`config.mk`:
```
export PLATFORM = sky130hd
export DESIGN_NAME = ctrl_pipe_unit
export DESIGN_NICKNAME = d
export VERILOG_FILES = /design/src/rtl/ctrl_pkg.sv /design/src/rtl/ctrl_pipe_unit_cond.sv /design/src/rtl/ctrl_pipe_unit.sv
export SDC_FILE = /design/constraint.sdc
export NUM_CORES = 1
export LEC_CHECK = 0
export ABC_CLOCK_PERIOD_IN_PS = 2100
export BUFFER_PORTS_ARGS = -buffer_cell sky130_fd_sc_hd__buf_2
export CORE_MARGIN = 1
export CORE_UTILIZATION = 43
export CTS_CLUSTER_DIAMETER = 100
export CTS_CLUSTER_SIZE = 10
export DETAILED_ROUTE_END_ITERATION = 8
export GPL_TIMING_DRIVEN = 0
export PLACE_DENSITY = 0.75
export SLEW_MARGIN = 30
export SYNTH_ARGS = -nofsm -noshare
export SYNTH_HDL_FRONTEND = slang
export SYNTH_HIERARCHICAL = 1
export SYNTH_SLANG_ARGS = --single-unit
```
`constraint.sdc`:
```
create_clock -name clk -period 2.1 [get_ports clk]
set_input_delay 0.315 -clock clk [delete_from_list [all_inputs] [get_ports clk]]
set_output_delay 0.315 -clock clk [all_outputs]
set_load 0.02 [all_outputs]
```
`src/rtl/ctrl_pkg.sv`:
```
// Shared types and opcode patterns for the LEGv8 control/flag unit.
// Opcode constants are the fixed-width prefixes of instr[31:*].
package ctrl_pkg;

    localparam int RD_W = 5;
    localparam logic [RD_W-1:0] XZR = 5'd31;

    localparam logic [5:0]  OP_B     = 6'b000101;
    localparam logic [5:0]  OP_BL    = 6'b100101;
    localparam logic [7:0]  OP_BCOND = 8'b01010100;
    localparam logic [7:0]  OP_CBZ   = 8'b10110100;
    localparam logic [9:0]  OP_ADDI  = 10'b1001000100;
    localparam logic [10:0] OP_ADDS  = 11'b10101011000;
    localparam logic [10:0] OP_SUBS  = 11'b11101011000;
    localparam logic [10:0] OP_BR    = 11'b11010110000;
    localparam logic [10:0] OP_LDUR  = 11'b11111000010;
    localparam logic [10:0] OP_STUR  = 11'b11111000000;

    typedef enum logic [2:0] {
        PASS = 3'b000,
        ADD  = 3'b010,
        SUB  = 3'b011
    } alu_op_e;

    typedef enum logic [3:0] {
        EQ = 4'h0, NE = 4'h1, HS = 4'h2, LO = 4'h3,
        MI = 4'h4, PL = 4'h5, VS = 4'h6, VC = 4'h7,
        HI = 4'h8, LS = 4'h9, GE = 4'hA, LT = 4'hB,
        GT = 4'hC, LE = 4'hD, AL = 4'hE, NV = 4'hF
    } cond_e;

    typedef struct packed {
        alu_op_e         alu_op;
        logic            alu_src_imm;
        logic            set_flags;
        logic            mem_rd;
        logic            mem_wr;
        logic            reg_write;
        logic            mem_to_reg;
        logic [RD_W-1:0] rd;
    } ctrl_word_t;

    function automatic logic is_xzr(input logic [RD_W-1:0] rd);
        return rd == XZR;
    endfunction

endpackage

```
`src/rtl/ctrl_pipe_unit_cond.sv`:
```
// B.cond evaluator: condition code and NZCV to taken.
// With FULL_COND = 0 only LT can be taken.
module cond_eval
    import ctrl_pkg::*;
#(
    parameter bit FULL_COND = 1'b1
) (
    input  logic [3:0] cond,
    input  logic [3:0] nzcv,
    output logic       taken
);

    logic n, z, c, v;
    logic full_taken;

    assign {n, z, c, v} = nzcv;

    always_comb begin
        full_taken = 1'b0;
        unique case (cond_e'(cond))
            EQ: full_taken = z;
            NE: full_taken = ~z;
            HS: full_taken = c;
            LO: full_taken = ~c;
            MI: full_taken = n;
            PL: full_taken = ~n;
            VS: full_taken = v;
            VC: full_taken = ~v;
            HI: full_taken = c & ~z;
            LS: full_taken = ~(c & ~z);
            GE: full_taken = (n == v);
            LT: full_taken = (n != v);
            GT: full_taken = ~z & (n == v);
            LE: full_taken = ~(~z & (n == v));
            AL: full_taken = 1'b1;
            NV: full_taken = 1'b1;
        endcase
    end

    assign taken = FULL_COND ? full_taken
                             : ((cond == LT) & (n != v));

endmodule

```
`src/rtl/ctrl_pipe_unit.sv`:
```
// ID decode and branch resolution with NZCV bypass, plus the
// registered EX/MEM/WB control pipeline and architectural flags.
module ctrl_pipe_unit
    import ctrl_pkg::*;
#(
    parameter bit FULL_COND = 1'b1,
    parameter int LINK_REG  = 30,
    parameter int REG_W     = 5
) (
    input  logic             clk,
    input  logic             reset,
    input  logic [31:0]      instr,
    input  logic             instr_valid,
    input  logic             stall,
    input  logic             flush,
    input  logic             cbz_zero,
    input  logic             alu_n,
    input  logic             alu_z,
    input  logic             alu_c,
    input  logic             alu_v,
    output logic             br_taken,
    output logic             br_uncond,
    output logic             br_reg,
    output logic             illegal,
    output logic [2:0]       ex_alu_op,
    output logic             ex_alu_src_imm,
    output logic             ex_set_flags,
    output logic             mem_read_en,
    output logic             mem_write_en,
    output logic             wb_reg_write,
    output logic             wb_mem_to_reg,
    output logic [REG_W-1:0] wb_rd,
    output logic [3:0]       flags_q
);

    logic       run_d, run_q;
    logic       valid_id;
    logic       is_b, is_bl, is_bcond, is_cbz, is_br;
    logic       known;
    ctrl_word_t dec_w;
    logic [3:0] eff_flags;
    logic [3:0] flags_d;
    logic       cond_taken;

    logic       ex_valid_d, ex_valid_q;
    logic       mem_valid_d, mem_valid_q;
    logic       wb_valid_d, wb_valid_q;
    ctrl_word_t ex_d, ex_q;
    ctrl_word_t mem_d, mem_q;
    ctrl_word_t wb_d, wb_q;

    // Keeps ID quiet on the first cycle after reset release.
    assign run_d = 1'b1;

    always_ff @(posedge clk or posedge reset) begin
        if (reset) run_q <= 1'b0;
        else       run_q <= run_d;
    end

    assign valid_id = run_q & instr_valid & ~stall & ~flush;

    always_comb begin
        is_b     = 1'b0;
        is_bl    = 1'b0;
        is_bcond = 1'b0;
        is_cbz   = 1'b0;
        is_br    = 1'b0;
        known    = 1'b1;
        dec_w    = '0;
        dec_w.rd = instr[4:0];
        unique case (1'b1)
            instr[31:26] == OP_B:     is_b = 1'b1;
            instr[31:26] == OP_BL: begin
                is_bl           = 1'b1;
                dec_w.rd        = RD_W'(LINK_REG);
                dec_w.reg_write = 1'b1;
            end
            instr[31:24] == OP_BCOND: is_bcond = 1'b1;
            instr[31:24] == OP_CBZ:   is_cbz = 1'b1;
            instr[31:21] == OP_BR:    is_br = 1'b1;
            instr[31:21] == OP_ADDS: begin
                dec_w.alu_op    = ADD;
                dec_w.set_flags = 1'b1;
                dec_w.reg_write = 1'b1;
            end
            instr[31:21] == OP_SUBS: begin
                dec_w.alu_op    = SUB;
                dec_w.set_flags = 1'b1;
                dec_w.reg_write = 1'b1;
            end
            instr[31:22] == OP_ADDI: begin
                dec_w.alu_op      = ADD;
                dec_w.alu_src_imm = 1'b1;
                dec_w.reg_write   = 1'b1;
            end
            instr[31:21] == OP_LDUR: begin
                dec_w.alu_op      = ADD;
                dec_w.alu_src_imm = 1'b1;
                dec_w.mem_rd      = 1'b1;
                dec_w.reg_write   = 1'b1;
                dec_w.mem_to_reg  = 1'b1;
            end
            instr[31:21] == OP_STUR: begin
                dec_w.alu_op      = ADD;
                dec_w.alu_src_imm = 1'b1;
                dec_w.mem_wr      = 1'b1;
            end
            default: known = 1'b0;
        endcase
        if (is_xzr(dec_w.rd)) dec_w.reg_write = 1'b0;
    end

    // A flag-setting op still in EX overrides the architectural flags.
    assign eff_flags = (ex_valid_q & ex_q.set_flags)
                     ? {alu_n, alu_z, alu_c, alu_v}
                     : flags_q;

    cond_eval #(
        .FULL_COND(FULL_COND)
    ) u_cond (
        .cond (instr[3:0]),
        .nzcv (eff_flags),
        .taken(cond_taken)
    );

    assign br_uncond = valid_id & (is_b | is_bl);
    assign br_reg    = valid_id & is_br;
    assign illegal   = valid_id & ~known;
    assign br_taken  = valid_id & (is_b | is_bl | is_br
                     | (is_cbz & cbz_zero)
                     | (is_bcond & cond_taken));

    always_comb begin
        ex_valid_d  = valid_id & known;
        ex_d        = ex_valid_d ? dec_w : '0;
        mem_valid_d = ex_valid_q;
        mem_d       = ex_q;
        wb_valid_d  = mem_valid_q;
        wb_d        = mem_q;
        flags_d     = eff_flags;
    end

    always_ff @(posedge clk or posedge reset) begin
        if (reset) begin
            ex_valid_q <= 1'b0;
            ex_q       <= '0;
        end else begin
            ex_valid_q <= ex_valid_d;
            ex_q       <= ex_d;
        end
    end

    always_ff @(posedge clk or posedge reset) begin
        if (reset) begin
            mem_valid_q <= 1'b0;
            mem_q       <= '0;
        end else begin
            mem_valid_q <= mem_valid_d;
            mem_q       <= mem_d;
        end
    end

    always_ff @(posedge clk or posedge reset) begin
        if (reset) begin
            wb_valid_q <= 1'b0;
            wb_q       <= '0;
        end else begin
            wb_valid_q <= wb_valid_d;
            wb_q       <= wb_d;
        end
    end

    always_ff @(posedge clk or posedge reset) begin
        if (reset) flags_q <= 4'b0000;
        else       flags_q <= flags_d;
    end

    assign ex_alu_op      = ex_q.alu_op;
    assign ex_alu_src_imm = ex_q.alu_src_imm;
    assign ex_set_flags   = ex_q.set_flags;
    assign mem_read_en    = mem_q.mem_rd;
    assign mem_write_en   = mem_q.mem_wr;
    assign wb_reg_write   = wb_q.reg_write;
    assign wb_mem_to_reg  = wb_q.mem_to_reg;
    assign wb_rd          = REG_W'(wb_q.rd);

    logic unused_bits;
    assign unused_bits = ^{instr[20:5], wb_valid_q, wb_q.alu_op,
                           wb_q.alu_src_imm, wb_q.set_flags,
                           wb_q.mem_rd, wb_q.mem_wr};

endmodule
```
[After elaboration in Yosys (flattened, before gate mapping)]
Cells that the tools add are included.
Word-level totals
  bits in registers: 36
  output and inout bits: 22
Cells by class
  bitwise operators: 26
  mux-type cells: 17
  reductions and logical operators: 7
  equal/unequal tests: 28
Operators by type and width (count)
  $eq 11x11->1 const B: 5
  $eq 4x4->1 const B: 8
  $eq 4x3->1 const B: 4
  $pmux 1 s15: 1
  $mux 14: 1
  $and 1x1->1: 13
  $mux 1: 12
  $eq 10x10->1 const B: 1
  $reduce_or 10->1: 1
  $not 1->1: 9
  $eq 4x2->1 const B: 2
  $eq 8x7->1 const B: 1
  $eq 8x8->1 const B: 1
  $eq 6x3->1 const B: 1
  $eq 6x6->1 const B: 1
  $eq 5x5->1 const B: 1
  $mux 5: 1
  $reduce_or 5->1: 1
  $eq 4x1->1 const B: 1
  $logic_not 4->1: 1
  $mux 4: 1
  $or 1x1->1: 4
  $pmux 2 s2: 1
  $reduce_or 2->1: 2
  4 further kinds: 4

[Depth between registers and ports, before layout]
  word-level depth: 9
  gate-level depth with buffers: 9
  depth with buffers taken out: 9

[Cells and area by module]
Netlist, hierarchy kept.
Modules (own cells, without submodules)
  ctrl_pipe_unit: cells each 107, instances 1, area each 1378.8 µm², sequential area each 825.8 µm²
  cond_eval: cells each 33, instances 1, area each 237.7 µm², sequential area each 0.0 µm²

[Worst setup path before layout]
OpenSTA, ideal clock, no wires.
  path kind: register to output
  start: reg ex_q, in the netlist ex_set_flags
  end: out br_taken
  slack: -501 ps
  stages on the path, launching flop included: 10
  buffers on the path: 0
  required time: 1785 ps
  data arrival time: 2286 ps
  cell sequence: dfrtp_1 -> nand2_1 -> mux2_2 -> nand2b_4 -> a2111o_1 -> o2111ai_1 -> a2bb2oi_2 -> and2_1 -> o21ai_0 -> a21oi_1
On the way
  word-level cells in the longest chain between the ends: 9
RTL lines
  start: declaration: line ctrl_pipe_unit.sv:48  | ctrl_word_t ex_d, ex_q;
  start signal: assignment: line ctrl_pipe_unit.sv:146  | ex_q <= '0;
  start signal: assignment: line ctrl_pipe_unit.sv:149  | ex_q <= ex_d;
  $and 1x1->1 *: line ctrl_pipe_unit.sv:114  | assign eff_flags = (ex_valid_q & ex_q.set_flags)
  $mux 4 *: line ctrl_pipe_unit.sv:115  | ? {alu_n, alu_z, alu_c, alu_v}
  named net eff_flags[2]: line ctrl_pipe_unit.sv:41  | logic [3:0] eff_flags;
  $not 1->1
  $and 1x1->1, on equally long branches
  $not 1->1, on equally long branches: line ctrl_pipe_unit_cond.sv:34, ctrl_pipe_unit_cond.sv:30
  $pmux 1 s15 *: line ctrl_pipe_unit_cond.sv:20  | unique case (cond_e'(cond))
  named net cond_taken: line ctrl_pipe_unit.sv:43  | logic cond_taken;
  $and 1x1->1 *: line ctrl_pipe_unit.sv:131  | | (is_bcond & cond_taken));
  $or 1x1->1 *: line ctrl_pipe_unit.sv:131
  $and 1x1->1 *: line ctrl_pipe_unit.sv:129  | assign br_taken = valid_id & (is_b | is_bl | is_br
  end: declaration: line ctrl_pipe_unit.sv:21  | output logic br_taken,
Mark *: on every way through the listed nets, which the timed path passes. The rest lies on a longest branch.

[Final worst setup path]
Same ends and word-level chain as after synthesis.

==> metrics <==
CP Capture Type primary output; number of nets with antenna violations after routing 0; critical path data arrival time approximately 2.4 ns; sequential element share of the synthesized area 0.511; quantity of I/O buffers inserted on ports 46; slew at the pin closest to its max-slew limit between 0.6 and 0.7 ns; synthesis-to-finish area growth 29.9%; final critical-path required period 2.68 ns; area of all sequential standard cells between 800 and 900 µm²; maximum clock insertion buffer count 2; async set or reset register ratio after synthesis 1.00; clock-pin slew of the registers on the worst-case setup and hold paths about 0.060 ns; DRT Wirelength 3.26 mm; starting utilization of the core area 0.466; violations in the final reports setup timing; Post-synth EDFFs 0; Static Leakage 0.00104 µW; hold-fix buffers at CTS 0; largest fanout of any net on the critical path 4; worst min path class primary input to async pin; Crit path largest cell delay about 0.42 ns; worst-path cell chain nand2_4 > mux2_4 > nand2b_4 > a2111o_1 > o2111ai_2 > a2bb2oi_2 > and2_4 > o21ai_2 > a21oi_2 > buf_6; run status finished, violations left; total of max-cap violations 0; final number of max-transition violations 0; placer congestion estimate just under 0.9; share of final-layout standard cells stronger than drive strength 1 0.477; distinct cell type count of the synthesized netlist between 40 and 50; die extent in y between 60 and 70 µm; Layout Skew 0.00557 ns; area of the multi-input gates 800 µm²; wire length of the first global-routing pass 5.23 mm; number of DRC violations after detailed-routing iteration 0 100; commonest non-fill, non-tap cells in the layout 48 x sky130_fd_sc_hd__buf_2, 32 x sky130_fd_sc_hd__dfrtp_1, 11 x sky130_fd_sc_hd__nor2_1; category of the worst setup path launch point flop; pin count of the biggest net entering global routing 34; number of H-tree levels 2; horizontal extent of the die 63.3 µm; post-synthesis instance area 0.00162 mm²; category of the critical setup timing path flop to primary output; Peak VDD IR ~0.00034 V; average cell area after synthesis between 10 and 15 µm²; Worst EP required 1.78 ns; die footprint 0.00401 mm²; setup TNS -0.581 ns; overall overflow remaining after global route 0; RSZ-0062 raised after global routing yes; Layout Cells excl Fill 243; placement row count 21; core area 0.00347 mm²; clock insertion delay at the later pin of the skew report 0.28 ns; number of failing setup endpoints in the final timing report 1; number of vias per cell around 5.2; cell chosen for the clock root sky130_fd_sc_hd__clkbuf_8; clock buffer count from CTS 5; detailed-router iteration count before antenna repair 4; syn nets around 180; synthesized instance count 140; DRC viols 0; Power, Total 1290 µW; total power divided by cell area 612 mW/mm²; count of clock tree sinks 33; global-route usage over all layers 0.173; crit path max-delay cell type sky130_fd_sc_hd__dfrtp_2; number of top-level design ports 64; via count around 1,300; Layout Utilization 0.605; most instantiated flip-flop cell in the synthesis netlist sky130_fd_sc_hd__dfrtp_1; NumNets Final 238; number of diodes added for antenna fixing 0; area of all placed cells without fillers 0.00210 mm²; synthesized flop and latch total 33; Max Fclk approximately 370 MHz; vias in the first global route 1,173; Hold Fails Final Rpt 0; number of antenna violations at the first check in global routing 0; TritonCTS clock tree yes; number of placed instances, taps included 232; fill count 293; Post-DP HPWL 2.39 mm; routed len/inst 13.4 µm; register with the highest flop count ex_q; smallest setup slack after layout -0.581 ns; max FFs per register 8; Slew Limit Headroom 0.585; Period Utilization, post-route 1.28; Warnings, synthesis 6; most frequent standard cell in the layout excluding fill and tap cells sky130_fd_sc_hd__buf_2; placed standard-cell area 0.00193 mm²
[final cells by class]
type,count,share of cell area
inverters,4,0.00715
repair buffers,49,0.123
well taps,46,0.0274
plain buffers,7,0.0244
clock buffers,8,0.0429
flip-flops and latches,33,0.394
multi-input cells,96,0.381
[what timing repair did]
| item | in CTS | in global routing |
|---|---|---|
| setup endpoints to repair | 1 | 1 |
| cloned | 0 | 0 |
| hold endpoints to repair | 0 | 0 |
| resized for setup | 7 | 6 |
| pin swaps | 6 | 4 |
| buffers inserted | 0 | 3 |
[where the power goes]
part / total, µW / internal, µW / switching [µW] / leakage, µW
logic: 173 / 74.8 / 98.3 / 0.000549
clock network: 468 / 267 / 202 / 0.0000455
registers: 644 / 642 / 2.69 / 0.000448
total: 1290 / 983 / 303 / 0.00104
[logic make-up after synthesis]
logic type	synth area share
mux	0.0341
buf+inv	0.0410
compound gates	0.145
xor+xnor	0.0108
flops	0.511
other cells	0.00465
simple gates	0.254
[path summary, 6_finish.rpt]
| kind | from | to | slack (ns) | cells after the start |
|---|---|---|---|---|
| max in group asynchronous | reset | ex_set_flags | 1.55 | 2 |
| worst max register to register | run_q | ex_q[0] | 0.76 | 5 |
| worst min-delay path | reset | ex_q[7] | 0.11 | 2 |
| worst min register to register | ex_q[4] | mem_q[4] | 0.34 | 0 |
| min in group clk | instr[22] | ex_q[7] | 0.27 | 2 |
| worst max-delay path | ex_set_flags | br_taken | -0.58 | 10 |
[metrics by stage]
step	hold WS (ns)	worst slack, ns
2_1_floorplan	0.331	-0.249
3_3_place_gp	0.333	-0.382
3_5_place_dp	0.335	-0.397
4_1_cts	0.130	-0.623
5_1_grt	0.172	-0.674
6_report	0.111	-0.581
[critical path: cells and delay by family, from the launching register on]
family | cells | cell delay (ns)
compound gates | 5 | 0.80
flops | 1 | 0.42
simple gates | 3 | 0.39
mux | 1 | 0.33
buf+inv | 1 | 0.13
[Yosys cell counts, types with 2 or more instances]
cell type / n / area (µm²)
sky130_fd_sc_hd__a21oi_1: 5 / 25.0
sky130_fd_sc_hd__a31oi_1: 5 / 31.3
sky130_fd_sc_hd__and2_1: 4 / 25.0
sky130_fd_sc_hd__and3_1: 3 / 18.8
sky130_fd_sc_hd__buf_2: 3 / 15.0
sky130_fd_sc_hd__buf_4: 3 / 22.5
sky130_fd_sc_hd__conb_1: 2 / 7.51
sky130_fd_sc_hd__dfrtp_1: 33 / 826
sky130_fd_sc_hd__inv_1: 4 / 15.0
sky130_fd_sc_hd__mux2_2: 4 / 45.0
sky130_fd_sc_hd__nand2_1: 6 / 22.5
sky130_fd_sc_hd__nand2b_1: 2 / 12.5
sky130_fd_sc_hd__nand3_1: 3 / 15.0
sky130_fd_sc_hd__nand4bb_1: 2 / 22.5
sky130_fd_sc_hd__nor2_1: 11 / 41.3
sky130_fd_sc_hd__nor2b_1: 4 / 25.0
sky130_fd_sc_hd__nor3_1: 6 / 30.0
sky130_fd_sc_hd__nor4bb_1: 3 / 30.0
sky130_fd_sc_hd__o2111ai_1: 3 / 26.3
sky130_fd_sc_hd__o21ai_0: 4 / 20.0
sky130_fd_sc_hd__o21ai_4: 2 / 32.5
sky130_fd_sc_hd__o31ai_1: 2 / 15.0
[layer usage]
layer  wire [µm]  global-route usage  vias up  part of all wire
met3         166              0.0435        4             0.051
li1            -                   -      620                 -
met2        1580               0.289       41              0.48
met5           0                   0        -                 0
met1        1450               0.205      606              0.44
met4          68              0.0852        0             0.021
(Power assumes the default switching activity.)
